===== src/rtl/mux_select_arbiter_if.sv =====
// Handshake bundle between the four requesters and the arbiter
// that drives the shared 4:1 mux select lines.
interface mux_select_arbiter_if #(
  parameter int CNT_W = 4
);
  logic [3:0]       req;
  logic [3:0]       grant;
  logic             address0;
  logic             address1;
  logic             busy;
  logic [CNT_W-1:0] burst_cnt;

  modport master (
    output req,
    input  grant, address0, address1, busy, burst_cnt
  );

  modport slave (
    input  req,
    output grant, address0, address1, busy, burst_cnt
  );
endinterface


===== src/rtl/mux_select_arbiter.sv =====
// Round-robin arbiter for a shared 4:1 mux with a bounded burst length;
// every output is registered, so nothing depends combinationally on req.
module mux_select_arbiter #(
  parameter int BURST_MAX = 4,
  parameter int CNT_W     = 4
) (
  input  logic                 clk,
  input  logic                 reset_n,
  mux_select_arbiter_if.slave  bus
);

  typedef enum logic {IDLE, GRANT} state_e;

  state_e           state_q, state_d;
  logic [3:0]       grant_q, grant_d;
  logic [1:0]       addr_q, addr_d;
  logic [1:0]       last_ptr_q, last_ptr_d;
  logic             busy_q, busy_d;
  logic [CNT_W-1:0] burst_cnt_q, burst_cnt_d;
  logic [1:0]       scan_ptr;
  logic [2:0]       pick;
  logic             rearb;

  // Returns {found, index} of the first set request after ptr, wrapping to ptr last.
  function automatic logic [2:0] rr_pick(input logic [3:0] r, input logic [1:0] ptr);
    logic [2:0] res;
    logic [1:0] c;
    res = '0;
    for (int k = 1; k <= 4; k++) begin
      c = ptr + 2'(k);
      if (!res[2] && r[c]) res = {1'b1, c};
    end
    return res;
  endfunction

  // While granted, a release rescans from the current owner, which is addr_q.
  always_comb begin
    scan_ptr = (state_q == GRANT) ? addr_q : last_ptr_q;
    pick     = rr_pick(bus.req, scan_ptr);
  end

  always_comb begin
    state_d     = state_q;
    grant_d     = grant_q;
    addr_d      = addr_q;
    last_ptr_d  = last_ptr_q;
    busy_d      = busy_q;
    burst_cnt_d = burst_cnt_q;
    rearb       = 1'b0;

    case (state_q)
      IDLE: rearb = 1'b1;
      GRANT: begin
        if (bus.req[addr_q] && (burst_cnt_q < CNT_W'(BURST_MAX))) begin
          burst_cnt_d = burst_cnt_q + CNT_W'(1);
        end else begin
          last_ptr_d = addr_q;
          rearb      = 1'b1;
        end
      end
      default: rearb = 1'b1;
    endcase

    // Address is deliberately left alone when going idle so the mux select does not toggle.
    if (rearb) begin
      if (pick[2]) begin
        state_d     = GRANT;
        grant_d     = 4'b0001 << pick[1:0];
        addr_d      = pick[1:0];
        busy_d      = 1'b1;
        burst_cnt_d = CNT_W'(1);
      end else begin
        state_d     = IDLE;
        grant_d     = '0;
        busy_d      = 1'b0;
        burst_cnt_d = '0;
      end
    end
  end

  always_ff @(posedge clk or negedge reset_n) begin
    if (!reset_n) begin
      state_q     <= IDLE;
      grant_q     <= '0;
      addr_q      <= '0;
      last_ptr_q  <= 2'd3;
      busy_q      <= 1'b0;
      burst_cnt_q <= '0;
    end else begin
      state_q     <= state_d;
      grant_q     <= grant_d;
      addr_q      <= addr_d;
      last_ptr_q  <= last_ptr_d;
      busy_q      <= busy_d;
      burst_cnt_q <= burst_cnt_d;
    end
  end

  assign bus.grant     = grant_q;
  assign bus.address0  = addr_q[0];
  assign bus.address1  = addr_q[1];
  assign bus.busy      = busy_q;
  assign bus.burst_cnt = burst_cnt_q;

endmodule


===== src/flat_wrapper.sv =====
// flat-port wrapper written by rule: the top's interface ports become plain ports
module mux_select_arbiter_flat 
#(
  parameter int BURST_MAX = 4,
  parameter int CNT_W     = 4
)
  (clk, reset_n, bus_req, bus_grant, bus_address0, bus_address1, bus_busy, bus_burst_cnt);
  mux_select_arbiter_if #(.CNT_W(CNT_W)) bus_i ();
  input  logic clk;
  input  logic reset_n;
  input wire logic [$bits(bus_i.req)-1:0] bus_req;
  output wire logic [$bits(bus_i.grant)-1:0] bus_grant;
  output wire logic [$bits(bus_i.address0)-1:0] bus_address0;
  output wire logic [$bits(bus_i.address1)-1:0] bus_address1;
  output wire logic [$bits(bus_i.busy)-1:0] bus_busy;
  output wire logic [$bits(bus_i.burst_cnt)-1:0] bus_burst_cnt;
  assign bus_i.req = bus_req;
  assign bus_grant = bus_i.grant;
  assign bus_address0 = bus_i.address0;
  assign bus_address1 = bus_i.address1;
  assign bus_busy = bus_i.busy;
  assign bus_burst_cnt = bus_i.burst_cnt;
  mux_select_arbiter #(.BURST_MAX(BURST_MAX), .CNT_W(CNT_W)) u_core (.clk(clk), .reset_n(reset_n), .bus(bus_i));
endmodule

===== config.mk =====
export PLATFORM = sky130hd
export DESIGN_NAME = mux_select_arbiter_flat
export DESIGN_NICKNAME = d
export VERILOG_FILES = /design/src/rtl/mux_select_arbiter_if.sv /design/src/rtl/mux_select_arbiter.sv /design/src/flat_wrapper.sv
export SDC_FILE = /design/constraint.sdc
export NUM_CORES = 1
export LEC_CHECK = 0
export ABC_AREA = 0
export ABC_CLOCK_PERIOD_IN_PS = 2500
export BUFFER_PORTS_ARGS = -buffer_cell sky130_fd_sc_hd__buf_4
export CAP_MARGIN = 20
export CELL_PAD_IN_SITES_DETAIL_PLACEMENT = 2
export CELL_PAD_IN_SITES_GLOBAL_PLACEMENT = 2
export CORE_AREA = 5 5 59 56
export CTS_CLUSTER_SIZE = 30
export DETAILED_ROUTE_END_ITERATION = 8
export DIE_AREA = 0 0 64 61
export PLACE_DENSITY = 0.7
export SYNTH_ARGS = -nofsm -noshare
export SYNTH_HDL_FRONTEND = slang
export SYNTH_SLANG_ARGS = --single-unit
export TNS_END_PERCENT = 100

===== constraint.sdc =====
create_clock -name clk -period 2.5 [get_ports clk]
set_clock_uncertainty 0.05 [all_clocks]
set_input_delay 0.125 -clock clk [delete_from_list [all_inputs] [get_ports clk]]
set_output_delay 0.125 -clock clk [all_outputs]
set_load 0.02 [all_outputs]

==> results.py <==
metrics = {
    "layout": {
        "n_antenna_cell": 0,
        "drive_gt1_share_pct": 40.00,
        "final_net_count": 78,
        "nFillCells": 289,
        "final_cells": 100,
        "area_growth_pct": 29.58,
        "finalInstanceArea_um2": 805.8,
        "finish.utilization_pct": 30.58,
    },
    "place": {
        "place.gp.congestion": 0.7340,
        "portBuffers": 16,
        "dp.cells": 95,
        "dp_hpwl_um": 1260,
        "placed_cell_area_um2": 768.2,
    },
    "die": {
        "die_y_um": 61,
        "ioPinCount": 17,
        "rows": 18,
        "die_w_um": 64,
        "start_util_pct": 23.60,
        "core_mm2": 0.002635,
        "die_area_mm2": 0.003904,
    },
    "timing": {
        "hold_viol": 0,
        "tns_ps": 0,
        "report.final.slew_viol_count": 0,
        "setup_viol": 0,
        "period_needed_ps": 2077,
        "period_share_pct": 83.08,
        "fmax_mhz": 481.4,
        "worst_pin_slew_ps": 738.0,
        "rsz0062_at_grt": "no",
        "relSlewSlack_pct": 50.35,
    },
    "synth": {
        "syn_area_um2": 621.8,
        "ys_warn_count": 0,
        "synthCells": 50,
        "seq_area_frac_synth_pct": 52.72,
        "synth_seq_cells": 13,
        "synthDistinctLibCells": 28,
        "synth_nets": 57,
        "avgSynthCellArea_um2": 12.44,
    },
    "route": {
        "viasPerCell": 4.810,
        "vias": 481,
        "routed_wirelength_um": 1627,
        "dr.pass1.iters": 2,
        "ant_nets": 0,
        "wire_per_inst_um": 16.27,
        "drt_iter0_markers": 3,
        "drc_errors": 0,
    },
    "job": {
        "maxCapViolations": 0,
    },
    "clock_tree": {
        "cts_setup_buffers": 0,
        "cts_buffers": 3,
        "worstSkewPairLatency_ps": 290,
        "cts_resized": 0,
        "cts_max_level": 1,
        "clk_pin_slew_ps": 90,
        "cts_root_buf": "clkbuf_4",
        "cts_max_path_buffers": 2,
        "cts_tree": "built",
        "cts_num_sinks": 13,
    },
    "global_route": {
        "grt_start_max_net_pins": 14,
        "globalRouteOverflowTotal": 0,
        "antenna_found_initial": 0,
        "grtUsageTotal_pct": 9.184,
        "grt_pass1_vias": 563,
        "grt_pass1_wl_um": 2663,
    },
    "worst_hold_path": {
        "hold_path.class": "input port to flip-flop",
    },
    "pwr": {
        "powerDensity_mw_per_mm2": 1143,
        "p_leak_nw": 0.3751,
        "ir_worst_vdd_uv": 369.4,
    },
    "setup_path": {
        "cp.required_ps": 2630,
        "worstSetupStartpointType": "flip-flop",
        "worstSetupEndpointType": "flip-flop",
        "worstSetupPathType": "flip-flop to flip-flop",
        "crit_fanout": 12,
        "crit_arrival_ps": 2210,
    },
    "outcome": {
        "status": "completed",
    },
}
-- sequential cells by signal (all words and copies together), names as in the netlist --
name / cells
u_core.bus.grant: 4
u_core.last_ptr_q: 2
u_core.bus.burst_cnt: 4
u_core.addr_q: 2
u_core.bus.busy: 1
-- path summary, 6_finish.rpt --
check | to | cells after the start | slack, ps | from
hold reg to reg | u_core.bus.burst_cnt[0] | 1 | 450 | u_core.bus.burst_cnt[0]
hold / removal | u_core.bus.busy | 3 | 80 | bus_req[1]
setup reg to reg | u_core.addr_q[0] | 4 | 420 | u_core.addr_q[0]
setup / recovery | u_core.addr_q[0] | 4 | 420 | u_core.addr_q[0]
min in group asynchronous | u_core.bus.grant[3] | 2 | 170 | reset_n
max in group asynchronous | u_core.last_ptr_q[1] | 2 | 2000 | reset_n
-- kinds of logic after synthesis --
kind of cell / after synthesis / share of synthesized area, %
and+or+nand+nor: 13 / 11.87
adders and majority gates: 1 / 2.012
other: 1 / 0.6030
muxes: 7 / 14.69
AOI/OAI and AO/OA: 12 / 15.09
DFF: 13 / 52.72
buffers and inverters: 3 / 3.018
-- power breakdown --
| part | switching, mW | internal (mW) |
|---|---|---|
| clock network | 0.0806 | 0.0595 |
| registers | 0.0606 | 0.294 |
| logic | 0.226 | 0.200 |
| total | 0.367 | 0.554 |
-- worst max-delay path: stages (launching register included) --
cell and delay [ps]:
dfrtp_1 480, mux4_2 560, and3_1 330, nor2_2 200, mux2_2 350
-- layout by cell type, fill, tap and decap left out --
cell type	instances
nor2_2	1
or3_4	1
nor2_1	3
o21ai_1	1
clkbuf_4	3
dfrtp_1	11
mux2_2	1
o21ai_0	1
nand2b_1	1
mux2_1	2
and3_1	2
dlygate4sd3_1	1
nor4_1	1
mux2_4	1
clkinv_2	1
nand2_1	2
a211o_1	1
mux2i_1	2
inv_1	2
o31ai_1	2
dfstp_2	2
and2_1	2
a21boi_2	1
ha_1	1
mux4_2	1
buf_4	16
a21oi_1	1
o32ai_1	1
conb_1	1
a32o_1	2
a211oi_1	2
-- cell type report --
cell class                 count  area (um2)  share of cell area, %
timing repair buffer          17       130.1                  16.15
multi-input combinational     34       275.3                  34.16
clock inverter                 1       5.005                 0.6211
sequential                    13       327.8                  40.68
inverter                       2       7.507                 0.9317
clock buffer                   3       22.52                  2.795
tap                           30       37.54                  4.658
-- cell usage after synthesis --
library cell | instances | share of area, %
dfrtp_1 | 11 | 44
nor2_1 | 3 | 1.8
a211oi_1 | 2 | 2.4
a32o_1 | 2 | 3.2
and2_1 | 2 | 2.0
and3_1 | 2 | 2.0
dfstp_2 | 2 | 8.5
inv_1 | 2 | 1.2
mux2_1 | 2 | 3.6
mux2i_1 | 2 | 3.2
nand2_1 | 2 | 1.2
o31ai_1 | 2 | 2.4
a211o_1 | 1 | 1.4
a21boi_2 | 1 | 1.8
a21oi_1 | 1 | 0.80
buf_6 | 1 | 1.8
conb_1 | 1 | 0.60
ha_1 | 1 | 2.0
mux2_2 | 1 | 1.8
mux2_4 | 1 | 2.4
mux4_2 | 1 | 3.6
nand2b_1 | 1 | 1.0
nor2_2 | 1 | 1.0
nor4_1 | 1 | 1.0
o21ai_0 | 1 | 0.80
o21ai_1 | 1 | 0.80
o32ai_1 | 1 | 1.4
or3_4 | 1 | 1.8
-- layer usage --
metal  vias to the layer above  GRT usage (%)  wire, um
met5                         -              0         0
met4                         0          5.341        23
met3                         2          2.037        53
met2                        11          16.50       845
met1                       243          10.08       705
li1                        225              -         -
-- through the flow --
stage	setup WS [ps]	total power, mW	hold WS [ps]
floorplan	584.6	0.6284	-220.6
global placement	464.9	0.7752	-71.26
detailed placement	417.2	0.7923	-67.70
CTS	391.1	0.9409	74.08
global route	311.9	0.9860	110.6
finish	422.9	0.9209	75.98
-- what timing repair did --
action,4_1_cts,5_1_grt
endpoints found under the setup margin,0,0
hold buffers,1,0
hold endpoints to repair,13,0
(Power assumes the default switching activity.)
